**src/rtl/morse_key_sequencer.sv**
```systemverilog
// Times a debounced Morse key against a 1 kHz tick, builds up to four dot/dash elements
// and commits letters to the shift register. Define MORSE_AUTOCOMMIT_EN for gap auto-commit.
module morse_key_sequencer #(
    parameter int MIN_TICKS  = 10,
    parameter int DASH_TICKS = 200,
    parameter int GAP_TICKS  = 600,
    parameter int CNT_W      = 12
) (
    input  logic       clk,
    input  logic       rst_n,
    input  logic       en,
    input  logic       tick,
    input  logic       key,
    input  logic       commit_btn,
    input  logic       bksp_btn,
    output logic [3:0] keyboard_val,
    output logic [2:0] elem_len,
    output logic       flag,
    output logic       backspace_button,
    output logic       err
);
    localparam logic [1:0] S_IDLE   = 2'd0;
    localparam logic [1:0] S_PRESS  = 2'd1;
    localparam logic [1:0] S_GAP    = 2'd2;
    localparam logic [1:0] S_COMMIT = 2'd3;

    localparam logic [CNT_W-1:0] MIN_C  = CNT_W'(MIN_TICKS);
    localparam logic [CNT_W-1:0] DASH_C = CNT_W'(DASH_TICKS);
    localparam logic [CNT_W-1:0] GAP_C  = CNT_W'(GAP_TICKS);

    logic [1:0]       state, state_nx;
    logic [CNT_W-1:0] cnt;
    logic             ovf, ovf_nx;
    logic [3:0]       kv_nx;
    logic [2:0]       len_nx;
    logic             flag_nx, bksp_nx, err_nx;
    logic             auto_en, gap_done;
    logic [1:0]       last_idx;

`ifdef MORSE_AUTOCOMMIT_EN
    assign auto_en = 1'b1;
`else
    assign auto_en = 1'b0;
`endif

    assign gap_done = auto_en && (cnt >= GAP_C);
    assign last_idx = 2'(elem_len - 3'd1);

    always_comb begin
        state_nx = state;
        kv_nx    = keyboard_val;
        len_nx   = elem_len;
        ovf_nx   = ovf;
        flag_nx  = 1'b0;
        bksp_nx  = 1'b0;
        err_nx   = 1'b0;
        case (state)
            S_IDLE, S_GAP: begin
                // key beats everything, then backspace, then commit/timeout
                if (key) begin
                    state_nx = S_PRESS;
                end else if (bksp_btn) begin
                    if (elem_len != 3'd0) begin
                        len_nx           = elem_len - 3'd1;
                        kv_nx[last_idx]  = 1'b0;
                        ovf_nx           = 1'b0;
                        if (elem_len == 3'd1) state_nx = S_IDLE;
                    end else begin
                        bksp_nx = 1'b1;
                    end
                end else if (state == S_GAP && (commit_btn || gap_done)) begin
                    state_nx = S_COMMIT;
                    flag_nx  = !ovf;
                    err_nx   = ovf;
                end
            end
            S_PRESS: begin
                if (!key) begin
                    if (cnt < MIN_C) begin
                        state_nx = (elem_len != 3'd0) ? S_GAP : S_IDLE;
                    end else begin
                        state_nx = S_GAP;
                        if (elem_len == 3'd4) begin
                            ovf_nx = 1'b1;
                        end else begin
                            kv_nx[elem_len[1:0]] = (cnt >= DASH_C);
                            len_nx               = elem_len + 3'd1;
                        end
                    end
                end
            end
            default: begin
                state_nx = S_IDLE;
                kv_nx    = 4'd0;
                len_nx   = 3'd0;
                ovf_nx   = 1'b0;
            end
        endcase
        if (!en) begin
            state_nx = S_IDLE;
            kv_nx    = 4'd0;
            len_nx   = 3'd0;
            ovf_nx   = 1'b0;
            flag_nx  = 1'b0;
            bksp_nx  = 1'b0;
            err_nx   = 1'b0;
        end
    end

    always_ff @(posedge clk or negedge rst_n) begin
        if (!rst_n) begin
            state            <= S_IDLE;
            cnt              <= '0;
            ovf              <= 1'b0;
            keyboard_val     <= 4'd0;
            elem_len         <= 3'd0;
            flag             <= 1'b0;
            backspace_button <= 1'b0;
            err              <= 1'b0;
        end else begin
            state            <= state_nx;
            ovf              <= ovf_nx;
            keyboard_val     <= kv_nx;
            elem_len         <= len_nx;
            flag             <= flag_nx;
            backspace_button <= bksp_nx;
            err              <= err_nx;
            // counter restarts on every state entry and saturates otherwise
            if (state_nx != state)
                cnt <= '0;
            else if (tick && cnt != '1)
                cnt <= cnt + 1'b1;
        end
    end
endmodule

```
**config.mk**
```make
export PLATFORM = sky130hd
export DESIGN_NAME = morse_key_sequencer
export DESIGN_NICKNAME = d
export VERILOG_FILES = /design/src/rtl/morse_key_sequencer.sv
export SDC_FILE = /design/constraint.sdc
export NUM_CORES = 1
export LEC_CHECK = 0
export ABC_AREA = 1
export CAP_MARGIN = 0
export CELL_PAD_IN_SITES_DETAIL_PLACEMENT = 1
export CELL_PAD_IN_SITES_GLOBAL_PLACEMENT = 1
export CORE_UTILIZATION = 43
export CTS_BUF_LIST = sky130_fd_sc_hd__clkbuf_4 sky130_fd_sc_hd__clkbuf_8
export DETAILED_ROUTE_END_ITERATION = 10
export PLACE_DENSITY_LB_ADDON = 0.1
export SYNTH_ARGS = -nofsm -noshare
export SYNTH_HDL_FRONTEND = slang
export SYNTH_SLANG_ARGS = --single-unit
```
**constraint.sdc**
```tcl
create_clock -name clk -period 1.8 [get_ports clk]
set_clock_uncertainty 0.05 [all_clocks]
set_input_delay 0.18 -clock clk [delete_from_list [all_inputs] [get_ports clk]]
set_output_delay 0.18 -clock clk [all_outputs]
set_load 0.01 [all_outputs]
```
# --- Word-level counts from Yosys, hierarchy flattened ---
# Cells that the tools add are included.
word_totals:
  output_inout_bits: 10
  regBits: 25
  word_cells: 99
op_classes:
  n_lt_le_gt_ge: 6
  bitwise_logic: 2
  reduce_logical: 11
  eq_ne: 13
  mux: 56
  add_sub_neg: 3
op_table:
  columns: ["operator", "n"]
  rows:
  - ["two-way mux 4 bit", 7]
  - ["two-way mux 1 bit", 24]
  - ["two-way mux 12 bit", 2]
  - ["two-way mux 3 bit", 7]
  - ["inequality test 3 bit (second input constant)", 7]
  - ["two-way mux 2 bit", 9]
  - ["adder 12 x 1 -> 12 bit (second input constant)", 1]
  - ["greater-or-equal comparator 12 x 8 -> 1 bit (second input constant)", 1]
  - ["less-than comparator 12 x 4 -> 1 bit (second input constant)", 1]
  - ["inequality test 12 bit (second input constant)", 1]
  - ["AND reduction 6 bit", 2]
  - ["one-hot mux 4 bit (2 select lines)", 1]
  - ["less-than comparator 2 x 3 -> 1 bit (second input constant)", 2]
  - ["one-hot mux 3 bit (2 select lines)", 1]
  - ["bitwise AND 4 bit", 1]
  - ["bitwise mux 4 bit", 1]
  - ["demux 1 bit (select 2 bit)", 2]
  - ["greater-or-equal comparator 2 x 1 -> 1 bit (second input constant)", 2]
  - ["logical AND 1 bit", 4]
  - ["inverter 4 bit", 1]
  - ["one-hot mux 2 bit (2 select lines)", 1]
  - ["adder 3 x 1 -> 3 bit (second input constant)", 1]
  - ["== test 3 x 1 -> 1 bit (second input constant)", 1]
  - ["== test 3 bit (second input constant)", 1]
  - ["10 further kinds", 10]

# --- Depth between registers and ports, before layout ---
# Gate-level depths: netlist of run 1.
logic_depth:
  depth_word: 12
  depth_mapped: 12

# --- Least setup slack after synthesis of run 1 ---
# Ideal clock, no wire load.
synth_path:
  path_kind: "flip-flop to flip-flop"
  startpoint: "register elem_len[0]"
  endpoint: "register cnt[2]"
  t_required_ns: 1.631
  t_arrival_ns: 1.531
  stages_incl_launch_ff: 13
  setup_slack_ns: 0.100
  period_less_slack_ns: 1.700
  path_cell_list: "dfrtp_1 > inv_1 > ha_1 > nand2_1 > inv_1 > nand3_1 > nand2_1 > nand2_1 > nand2_1 > nand2_1 > nand2_1 > buf_6 > nor2_1"
synth_between:
  elab_chain_cells: 9
  word_cells_on_any_way: 14
  cone_classes: "eq/ne: 2; mux: 10; reduce/logical: 2"
synth_rtl:
  columns: ["element", "line", "source"]
  rows:
  - ["start: declaration", "17", "output logic [2:0] elem_len,"]
  - ["start signal: assignment", "124", "elem_len <= len_nx;"]
  - ["== test 3 x 1 -> 1 bit", "67", "if (elem_len == 3'd1) state_nx = S_IDLE;"]
  - ["two-way mux 2 bit", "67", null]
  - ["two-way mux 2 bit", "63", "if (elem_len != 3'd0) begin"]
  - ["two-way mux 2 bit", "62", "end else if (bksp_btn) begin"]
  - ["two-way mux 2 bit", "60", "if (key) begin"]
  - ["one-hot mux 2 bit (2 select lines) (*)", "57", "case (state)"]
  - ["two-way mux 2 bit (*)", "99", "if (!en) begin"]
  - ["inequality test 2 bit (*)", "129", "if (state_nx != state)"]
  - ["two-way mux 12 bit / nonzero test 2 bit (equally long branches)", null, null]
  - ["end signal: assignment", "132", "cnt <= cnt + 1'b1;"]
  - ["end: declaration", "32", "logic [CNT_W-1:0] cnt;"]
# Every way passes the cells marked *; elsewhere a longest branch is shown, timed or not.
# A chain may end at the register's enable or synchronous reset.

# --- Worst setup path after layout of run 1 ---
layout_path:
  startpoint: "register elem_len[2]"
  endpoint: "output port elem_len[2]"
# No word-level cell between the ends.

==> results of run 1 <==
[logic make-up after synthesis]
kind of cell	Yosys count	synth area share [%]
buf+inv	31	8.26
flops	25	37.9
compound gates	17	7.35
fa+ha+maj	8	6.07
simple gates	130	35.2
xor+xnor	9	5.23
[how the worst max path moves through the flow]
stage / to / start / slack, ns
3_3_place_gp: cnt[3] / bksp_btn / 0.06
6_report: elem_len[2] / elem_len[2] / 0.09
5_1_grt: cnt[2] / cnt[1] / -0.01
3_5_place_dp: cnt[2] / elem_len[0] / -0.02
2_1_floorplan: cnt[2] / elem_len[0] / 0.10
4_1_cts: cnt[10] / cnt[1] / 0.001
[metrics by stage]
| stage | util [%] | area, um2 | hold WS, ns | total power, mW |
|---|---|---|---|---|
| 2_1_floorplan | - | 1650 | -0.166 | 1.17 |
| 3_3_place_gp | 53.9 | 1970 | 0.384 | 1.48 |
| 3_5_place_dp | 53.9 | 1970 | 0.380 | 1.53 |
| 4_1_cts | 55.5 | 2030 | 0.245 | 1.92 |
| 5_1_grt | 57.2 | 2100 | 0.262 | 2.16 |
| 6_report | 57.2 | 2100 | 0.229 | 2.04 |
[power groups by stage]
stage	combinational (mW)	sequential [mW]	clock, mW
floorplan	0.474	0.700	0
global placement	0.788	0.694	0
detailed placement	0.832	0.697	0
CTS	0.865	0.692	0.368
global route	1.08	0.696	0.388
finish	0.994	0.690	0.352
[layer usage]
layer	vias to the layer above	wire length [um]	part of all wire, %	GRT usage [%]
met5	-	0	0	0
met4	0	51	1.1	7.95
met3	6	65	1.4	2.86
met2	16	2420	52	45.6
met1	786	2100	45	30.9
li1	774	-	-	-
[registers in the layout (all words and copies together), names as in the netlist]
signal            count
flag                  1
backspace_button      1
elem_len              3
state                 2
err                   1
keyboard_val          4
ovf                   1
cnt                  12
[placed cells by master, fill, tap and decap left out, types with 2 or more instances in the layout]
master and count:
a21oi_1 4, o21ai_0 4, nor3_1 8, nor2_1 31, inv_1 23, dfrtp_1 24
nand2_4 2, nand3_1 27, nand2_1 54, o22ai_1 3, inv_2 4, ha_1 6
clkbuf_8 3, buf_4 19, o21ai_4 2, xnor2_1 4, xor2_1 4, nand4_1 2
buf_12 2, clkdlybuf4s50_1 16
[layout make-up]
type	instances	area [um2]	area share, %
repair buffers	37	343	16.4
inverters	27	101	4.84
flip-flops and latches	25	627	29.9
well taps	48	60.1	2.87
multi-input cells	164	916	43.7
clock buffers	4	48.8	2.33
[timing repair]
action                     4_1_cts  5_1_grt
resized for setup                3        6
pin swaps                        0        1
setup buffers                    0        6
setup endpoints to repair       11       19
==> qor.yml, run 1 <==
logic_synthesis:
  synth_nets: 235
  ys_top_cells_by_count: "nand2_1 (54), nor2_1 (32), nand3_1 (27), dfrtp_1 (25), inv_1 (25)"
  synth_top_cell_area_share_pct: 37.9
  async_reset_ff_share_pct: 100
  synth_cell_type_count: 29
  netlist_instances: 220
  synth_flop_cell: "dfrtp_1"
  synth-seq-cells: 25
  synth.avg_cell_area_um2: 7.50
  yosysMostFrequentCell: "nand2_1"
  synth_area_mm2: 0.00165
  yosysTopAreaCell: "dfrtp_1"
  synth.top_cells.by_area: "dfrtp_1 (38%), nand2_1 (12%), nand3_1 (8.2%), nor2_1 (7.3%), ha_1 (6.1%)"
  synth_seq_area_share_pct: 37.9
  synth_edf_count: 0
  ys_warn_count: 0
cts:
  cts_hold_buffers: 0
  tritoncts: "yes"
  clockBufferDepth: 2
  cts_root_buffer: "clkbuf_8"
  clock_latency_ns: 0.27
  path_clk_slew_ns: 0.09
  cts.htree.levels: 1
  cts.sinks: 25
  numCtsBuffers: 3
drt:
  vias: 1582
  drtAntennaViolNets: 0
  wire_per_inst_um: 15.2
  drtPass1Iterations: 4
  wirelength_um: 4640
  drc: 0
  drtIter0Drc: 71
  viasPerCell: 5.19
sta:
  setup_viol: 0
  setup_tns_ns: 0
  setup_slack_ns: 0.0892
  period_share_pct: 95.0
  slew_violations: 0
  finalCriticalPeriod_ns: 1.71
  worstMarginPinSlew_ns: 0.350
  fmax_mhz: 585
  slew_headroom_pct: 76.7
  final-hold-violation-count: 0
final_layout:
  final_cell_count_no_fill: 305
  num-nets-final: 273
  num_antenna_cells: 0
  drive_gt1_share_pct: 17.1
  nFillCells: 472
  syn_to_final_growth_pct: 27.0
pwr:
  cell_internal_pwr_mw: 1.26
  ir_drop_mv: 0.703
  power_switching_mw: 0.776
  pwr-share-seq_pct: 33.9
  p_leak_nw: 1.00
  swShare_pct: 38.1
  power_density_mw_per_mm2: 972
  clockPowerShare_pct: 17.3
  combPwrFrac_pct: 48.8
die:
  fp.dieArea_mm2: 0.00409
  core_area_mm2: 0.00366
  ios: 17
  rows: 22
  start_util_pct: 45.1
  die_w_um: 64.0
  die_h_um: 64.0
place:
  dp_slack_ns: -0.0155
  dp_cells: 295
  io_buffer_count: 16
  place.gp.congestion: 0.822
  dp_hpwl_um: 3460
critical_path:
  start_kind: "flip-flop"
  worstPathMaxFanout: 6
  crit_path_end_kind: "primary output"
  reg2reg_slack_ns: 0.09
  critPathBufInv: 2
  r2r-start: "elem_len[1]"
  critPathRequiredTime_ns: 1.57
  cp_slowest_cell: "clkdlybuf4s50_1"
  rr_worst_depth: 10
  arrival_ns: 1.48
  crit_type: "reg -> out"
  worstSetupPathDepth: 2
  r2r_end: "cnt[11]"
  cp_cell_sequence: "buf_4, clkdlybuf4s50_1"
  cpPeakStageDelay_ns: 0.53
  path_delay_family: "buffers and inverters"
min_path:
  hold_path_class: "in -> async"
run:
  maxCapViolCount: 0
global_route:
  grt_first_pass_wirelength_um: 8000
  gr-total-overflow: 0
  antenna_found_initial: 0
  grt_start_max_net_pins: 26
  grt_pass1_vias: 1691
  grt_usage_pct: 25.2
outcome:
  status: "finished clean"
Power figures use the tool's default switching activity.
==> inputs of run 2 (changes only) <==
CORE_MARGIN = 3   (was unset)
CTS_CLUSTER_DIAMETER = 200   (was unset)
PLACE_DENSITY = 0.89   (was unset)
PLACE_DENSITY_LB_ADDON = unset   (was 0.1)
==> qor.yml, run 2 (synthesis gave the netlist of run 1 again) <==
min_path:
  hold_path_class: "in -> async"
drt:
  drtPass1Iterations: 4  # unchanged
  wl_met3_um: 139  # +110%
  viasPerCell: 5.18  # -0.11%
  wl_met2_um: 2640  # +9.0%
  wirelength_um: 4890  # +5.3%
  wl_met1_um: 2030  # -3.6%
  drtIter0Drc: 61  # -14%
  vias: 1575  # -0.44%
  drtAntennaViolNets: 0  # unchanged
  drc: 0  # unchanged
  wire_per_inst_um: 16.1  # +5.7%
  top_layer: "met4"
final_layout:
  top_regs: "cnt (12), keyboard_val (4), elem_len (3)"
  syn_to_final_growth_pct: 27.1
  layout_commonest_cell: "nand2_1"
  num-nets-final: 274  # +0.37%
  final_cell_mix: "nand2_1 (52), nor2_1 (30), nand3_1 (27)"
  largest_reg_flops: 12  # unchanged
  utilization_pct: 59.6  # +2.3 points
  num_antenna_cells: 0  # unchanged
  drive_gt1_share_pct: 17.8  # +0.71 points
  nFillCells: 458  # -3.0%
  regMostFlops: "cnt"
cts:
  clock_latency_ns: 0.27  # about the same
  tritoncts: "yes"
  cts.htree.levels: 1  # unchanged
  cts.sinks: 25  # unchanged
  clockBufferDepth: 2  # unchanged
  cts_hold_buffers: 0  # unchanged
  path_clk_slew_ns: 0.08  # about the same
  cts_root_buffer: "clkbuf_8"
  numCtsBuffers: 3  # unchanged
critical_path:
  rr_worst_depth: 9  # -1
  cp_slowest_cell: "dfrtp_1"
  worstPathMaxFanout: 5  # -1
  critPathRequiredTime_ns: 1.92  # +0.35 ns
  start_kind: "flip-flop"
  reg2reg_slack_ns: 0.008  # -0.08 ns
  crit_type: "reg -> reg"
  cpPeakStageDelay_ns: 0.39  # -0.14 ns
  critPathBufInv: 1  # -1
  cp_cell_sequence: "inv_1, ha_1, nand2_1, o31ai_2, nand2_1, nand2_1, nand2_2, nand2_2, nor2_1"
  r2r_end: "cnt[5]"
  path_delay_family: "simple AND/OR/NAND/NOR gates"
  arrival_ns: 1.91  # +0.43 ns
  r2r-start: "elem_len[1]"
  crit_path_end_kind: "flip-flop"
  cpMostUsedCell: "nand2_1"
global_route:
  grt_start_max_net_pins: 26  # unchanged
  grt_first_pass_wirelength_um: 7570  # -5.4%
  grt_pass1_vias: 1697  # +0.35%
  antenna_found_initial: 0  # unchanged
  gr-total-overflow: 0  # unchanged
  grt_usage_pct: 21.9  # -3.3 points
die:
  start_util_pct: 46.9  # +1.8 points
  ios: 17  # unchanged
  die_w_um: 68.0  # +6.3%
  die_h_um: 68.0  # +6.3%
  fp.dieArea_mm2: 0.00462  # +13%
  core_area_mm2: 0.00352  # -3.8%
  rows: 21  # -4.5%
sta:
  slew_headroom_pct: 78.3  # +1.7 points
  fmax_mhz: 558  # -4.5%
  rsz0062_at_grt: "yes"
  final-hold-violation-count: 0  # unchanged
  setup_tns_ns: 0  # unchanged
  hold_ws_ns: 0.239  # +0.0103 ns
  worstMarginPinSlew_ns: 0.325  # -0.0249 ns
  finalCriticalPeriod_ns: 1.79  # +0.0808 ns
  slew_violations: 0  # unchanged
  setup_viol: 0  # unchanged
  period_share_pct: 99.5  # +4.5 points
pwr:
  ir_drop_mv: 0.648  # -7.9%
  power_density_mw_per_mm2: 986  # +1.4%
  power_mw: 2.07  # +1.6%
  p_leak_nw: 1.01  # +0.38%
place:
  io_buffer_count: 16  # unchanged
  dp_hpwl_um: 3490  # +0.86%
  place.gp.congestion: 0.894  # +8.7%
run:
  maxCapViolCount: 0  # unchanged
outcome:
  status: "finished clean"
==> run 2: changes by cell type in the layout (fill, tap and decap cells not counted), sizes merged <==
cell and change:
nand2 +1
==> run 2: metal layers <==
metal | vias to the layer above | track usage (%)
met5 | - | 0
met2 | 28 | 40.4
met1 | 759 | 25.4
li1 | 779 | -
met3 | 9 | 3.78
met4 | 0 | 7.20
==> run 2: cell type report <==
type | instances | area [um2] | share of cell area (%)
Multi-Input combinational cell | 165 | 932 | 44.4
Sequential cell | 25 | 628 | 29.9
Timing Repair Buffer | 37 | 330 | 15.7
Inverter | 27 | 101 | 4.83
Tap cell | 46 | 57.6 | 2.74
Clock buffer | 4 | 48.8 | 2.33
==> run 2: repair_timing <==
action,in CTS,in global routing
resized for setup,2,9
buffers inserted,0,4
setup endpoints to repair,11,20
pin swaps,0,2
gates cloned,0,1
==> run 2: power by group <==
part           internal, mW  switching [mW]
logic                 0.477           0.552
registers             0.620          0.0680
clock network         0.174           0.178
==> run 2: worst max path at each step <==
stage | start | end | cells past startpoint
4_1_cts | elem_len[0] | elem_len[0] | 11
6_report | elem_len[1] | cnt[5] | 9
3_5_place_dp | bksp_btn | cnt[7] | 7
3_3_place_gp | bksp_btn | cnt[11] | 8
5_1_grt | elem_len[1] | cnt[5] | 9
2_1_floorplan | elem_len[0] | cnt[2] | 12
==> run 2: stage by stage <==
| stage | cells | worst slack, ns | area (um2) |
|---|---|---|---|
| detailed placement | 295 | -0.166 | 1970 |
| CTS | 299 | 0.00179 | 2030 |
| global placement | 295 | 0.0124 | 1970 |
| floorplan | 220 | 0.100 | 1650 |
| global route | 304 | -0.0878 | 2100 |
| finish | 304 | 0.00834 | 2100 |
==> run 2: worst register-to-register path, delay by kind of cell (launching register included) <==
| kind | cells | cell delay [ns] |
|---|---|---|
| simple gates | 6 | 0.60 |
| buf+inv | 1 | 0.15 |
| compound gates | 1 | 0.22 |
| flops | 1 | 0.39 |
| fa+ha+maj | 1 | 0.26 |
==> inputs of run 3 (changes only) <==
ABC_AREA = 0   (was 1)
CORE_UTILIZATION = 45   (was 43)
clock period = 1.65 ns   (was 1.8 ns; I/O delays follow)
==> qor.yml, run 3 <==
drt:
  viasPerCell: 7.03  # +36%
  drtIter0Drc: 329  # +440%
  vias: 1954  # +24%
  drtPass1Iterations: 7  # +3
  wire_per_inst_um: 31.6  # +97%
  drtAntennaViolNets: 0  # unchanged
  drc: 0  # unchanged
  wirelength_um: 8800  # +80%
die:
  die_h_um: 65.6  # -3.4%
  start_util_pct: 47.2  # +0.30 points
  rows: 21  # unchanged
  core_area_mm2: 0.00339  # -3.7%
  ios: 17  # unchanged
  fp.dieArea_mm2: 0.00430  # -6.8%
  die_w_um: 65.6  # -3.4%
cts:
  tritoncts: "yes"
  cts.sinks: 25  # unchanged
  cts_root_buffer: "clkbuf_4"
  cts.htree.levels: 1  # unchanged
  cts_hold_buffers: 0  # unchanged
  numCtsBuffers: 3  # unchanged
  path_clk_slew_ns: 0.17  # +0.09 ns
  clockBufferDepth: 2  # unchanged
  clock_latency_ns: 0.36  # +0.09 ns
logic_synthesis:
  synth_edf_count: 0  # unchanged
  synth_nets: 187  # -20%
  synth_area_mm2: 0.00160  # -3.1%
  netlist_instances: 172  # -22%
  synth_seq_area_share_pct: 39.1  # +1.2 points
  synth.top_cells.by_area: "dfrtp_1 (39%), ha_1 (6.3%), a21oi_1 (4.1%), nor3_1 (2.8%), nand2_1 (2.8%)"
  yosysMostFrequentCell: "dfrtp_1"
  yosysTopAreaCell: "dfrtp_1"
  ys_warn_count: 0  # unchanged
  ys_top_cells_by_count: "dfrtp_1 (25), a21oi_1 (13), nand2_1 (12), inv_1 (11), nor3_1 (9)"
  synth_top_cell_area_share_pct: 39.1  # +1.2 points
  synth_flop_cell: "dfrtp_1"
  synth_cell_type_count: 46  # +59%
  synth-seq-cells: 25  # unchanged
  synth.avg_cell_area_um2: 9.30  # +24%
  async_reset_ff_share_pct: 100  # unchanged
sta:
  rsz0062_at_grt: "yes"
  period_share_pct: 112  # +13 points
  slew_headroom_pct: 65.0  # -13 points
  worstMarginPinSlew_ns: 0.520  # +0.195 ns
  setup_viol: 20  # +20
  final-hold-violation-count: 0  # unchanged
  finalCriticalPeriod_ns: 1.85  # +0.0632 ns
  slew_violations: 0  # unchanged
  setup_slack_ns: -0.205  # -0.213 ns
  fmax_mhz: 539  # -3.4%
final_layout:
  final_cell_mix: "buf_4 (39), dfrtp_1 (17), clkdlybuf4s50_1 (13)"
  drive_gt1_share_pct: 45.7  # +28 points
  nFillCells: 343  # -25%
  final_cell_count_no_fill: 278  # -8.6%
  syn_to_final_growth_pct: 59.2
  num_antenna_cells: 0  # unchanged
  layout_commonest_cell: "buf_4"
  num-nets-final: 248  # -9.5%
  top_regs: "cnt (12), keyboard_val (4), elem_len (3)"
  utilization_pct: 75.1  # +16 points
  largest_reg_flops: 12  # unchanged
  regMostFlops: "cnt"
global_route:
  grt_start_max_net_pins: 26  # unchanged
  antenna_found_initial: 0  # unchanged
  grt_usage_pct: 35.6  # +14 points
  grt_first_pass_wirelength_um: 11200  # +49%
  gr-total-overflow: 0  # unchanged
  grt_pass1_vias: 1932  # +14%
critical_path:
  worstPathMaxFanout: 4  # -1
  path_delay_family: "compound AO/OA/AOI/OAI gates"
  crit_path_end_kind: "flip-flop"
  critPathRequiredTime_ns: 1.90  # -0.02 ns
  cp_cell_sequence: "inv_4, ha_4, buf_6, buf_4, nand2b_1, a21oi_1, a21oi_1, nor3_2"
  cp_slowest_cell: "dfrtp_2"
  cpPeakStageDelay_ns: 0.47  # +0.08 ns
  critPathBufInv: 3  # +2
  start_kind: "flip-flop"
  arrival_ns: 2.10  # +0.19 ns
  crit_type: "reg -> reg"
  cpMostUsedCell: "a21oi_1"
min_path:
  hold_path_class: "in -> async"
place:
  dp_cells: 260  # -12%
  io_buffer_count: 16  # unchanged
  dp_hpwl_um: 3780  # +8.3%
  place.gp.congestion: 0.843  # -5.7%
pwr:
  p_leak_nw: 1.07  # +6.5%
  ir_drop_mv: 0.779  # +20%
  power_density_mw_per_mm2: 1070  # +8.1%
  power_mw: 2.71  # +31%
outcome:
  violations: "negative setup slack"
  status: "finished with violations"
run:
  maxCapViolCount: 0  # unchanged
[run 3: per-stage QoR]
step	hold slack, ns	setup TNS [ns]	setup slack, ns	instance area (um2)
floorplan	-0.181	0	0.00372	1620
global placement	0.417	-1.00	-0.0765	2050
detailed placement	0.426	-2.23	-0.229	2050
CTS	0.146	-0.125	-0.0266	2250
global route	0.136	-2.47	-0.325	2550
finish	0.133	-1.66	-0.205	2550
[run 3: what timing repair did]
| item | in CTS | in global routing |
|---|---|---|
| buffers inserted | 7 | 6 |
| pin swaps | 5 | 14 |
| setup endpoints to repair | 21 | 22 |
| gates cloned | 0 | 1 |
| gates resized for setup | 26 | 51 |
[run 3: path summary, 6_finish.rpt]
check / start / endpoint / slack (ns) / depth (start not counted)
setup / recovery: elem_len[0] / ovf / -0.20 / 8
hold / removal: rst_n / cnt[5] / 0.13 / 2
setup reg to reg: elem_len[0] / ovf / -0.20 / 8
hold reg to reg: ovf / flag / 0.52 / 1
max in group asynchronous: rst_n / elem_len[1] / 1.14 / 2
min in group clk: commit_btn / flag / 0.47 / 3
[run 3: layout make-up]
type	instances	area, um2	area share (%)
clock buffer	4	30.0	1.18
inverter	11	46.3	1.82
multi-input combinational	128	1200	47.3
sequential	25	636	25.0
tap	46	57.6	2.26
timing repair buffer	64	573	22.5
[run 3: report_power, final]
| group | leakage [nW] | internal, mW | switching (mW) |
|---|---|---|---|
| clock network | 0.0184 | 0.112 | 0.241 |
| logic | 0.725 | 0.777 | 0.779 |
| registers | 0.330 | 0.691 | 0.113 |
[run 3: cells by family after synthesis]
family                     Yosys count  share of synthesized area, %
muxes                                5                          3.44
DFF                                 25                          39.1
AOI/OAI and AO/OA                   45                          20.0
xor gates and xnor gates             3                          1.64
adders and majority gates            8                          6.26
and+or+nand+nor                     67                          24.1
buffers and inverters               19                          5.48
[run 3: routing by layer]
layer | global-route usage (%) | vias to the layer above | routed length [um]
li1 | - | 756 | -
met1 | 43.8 | 957 | 3180
met2 | 61.1 | 179 | 4210
met3 | 4.62 | 62 | 762
met4 | 17.1 | 0 | 645
met5 | 0 | - | 0
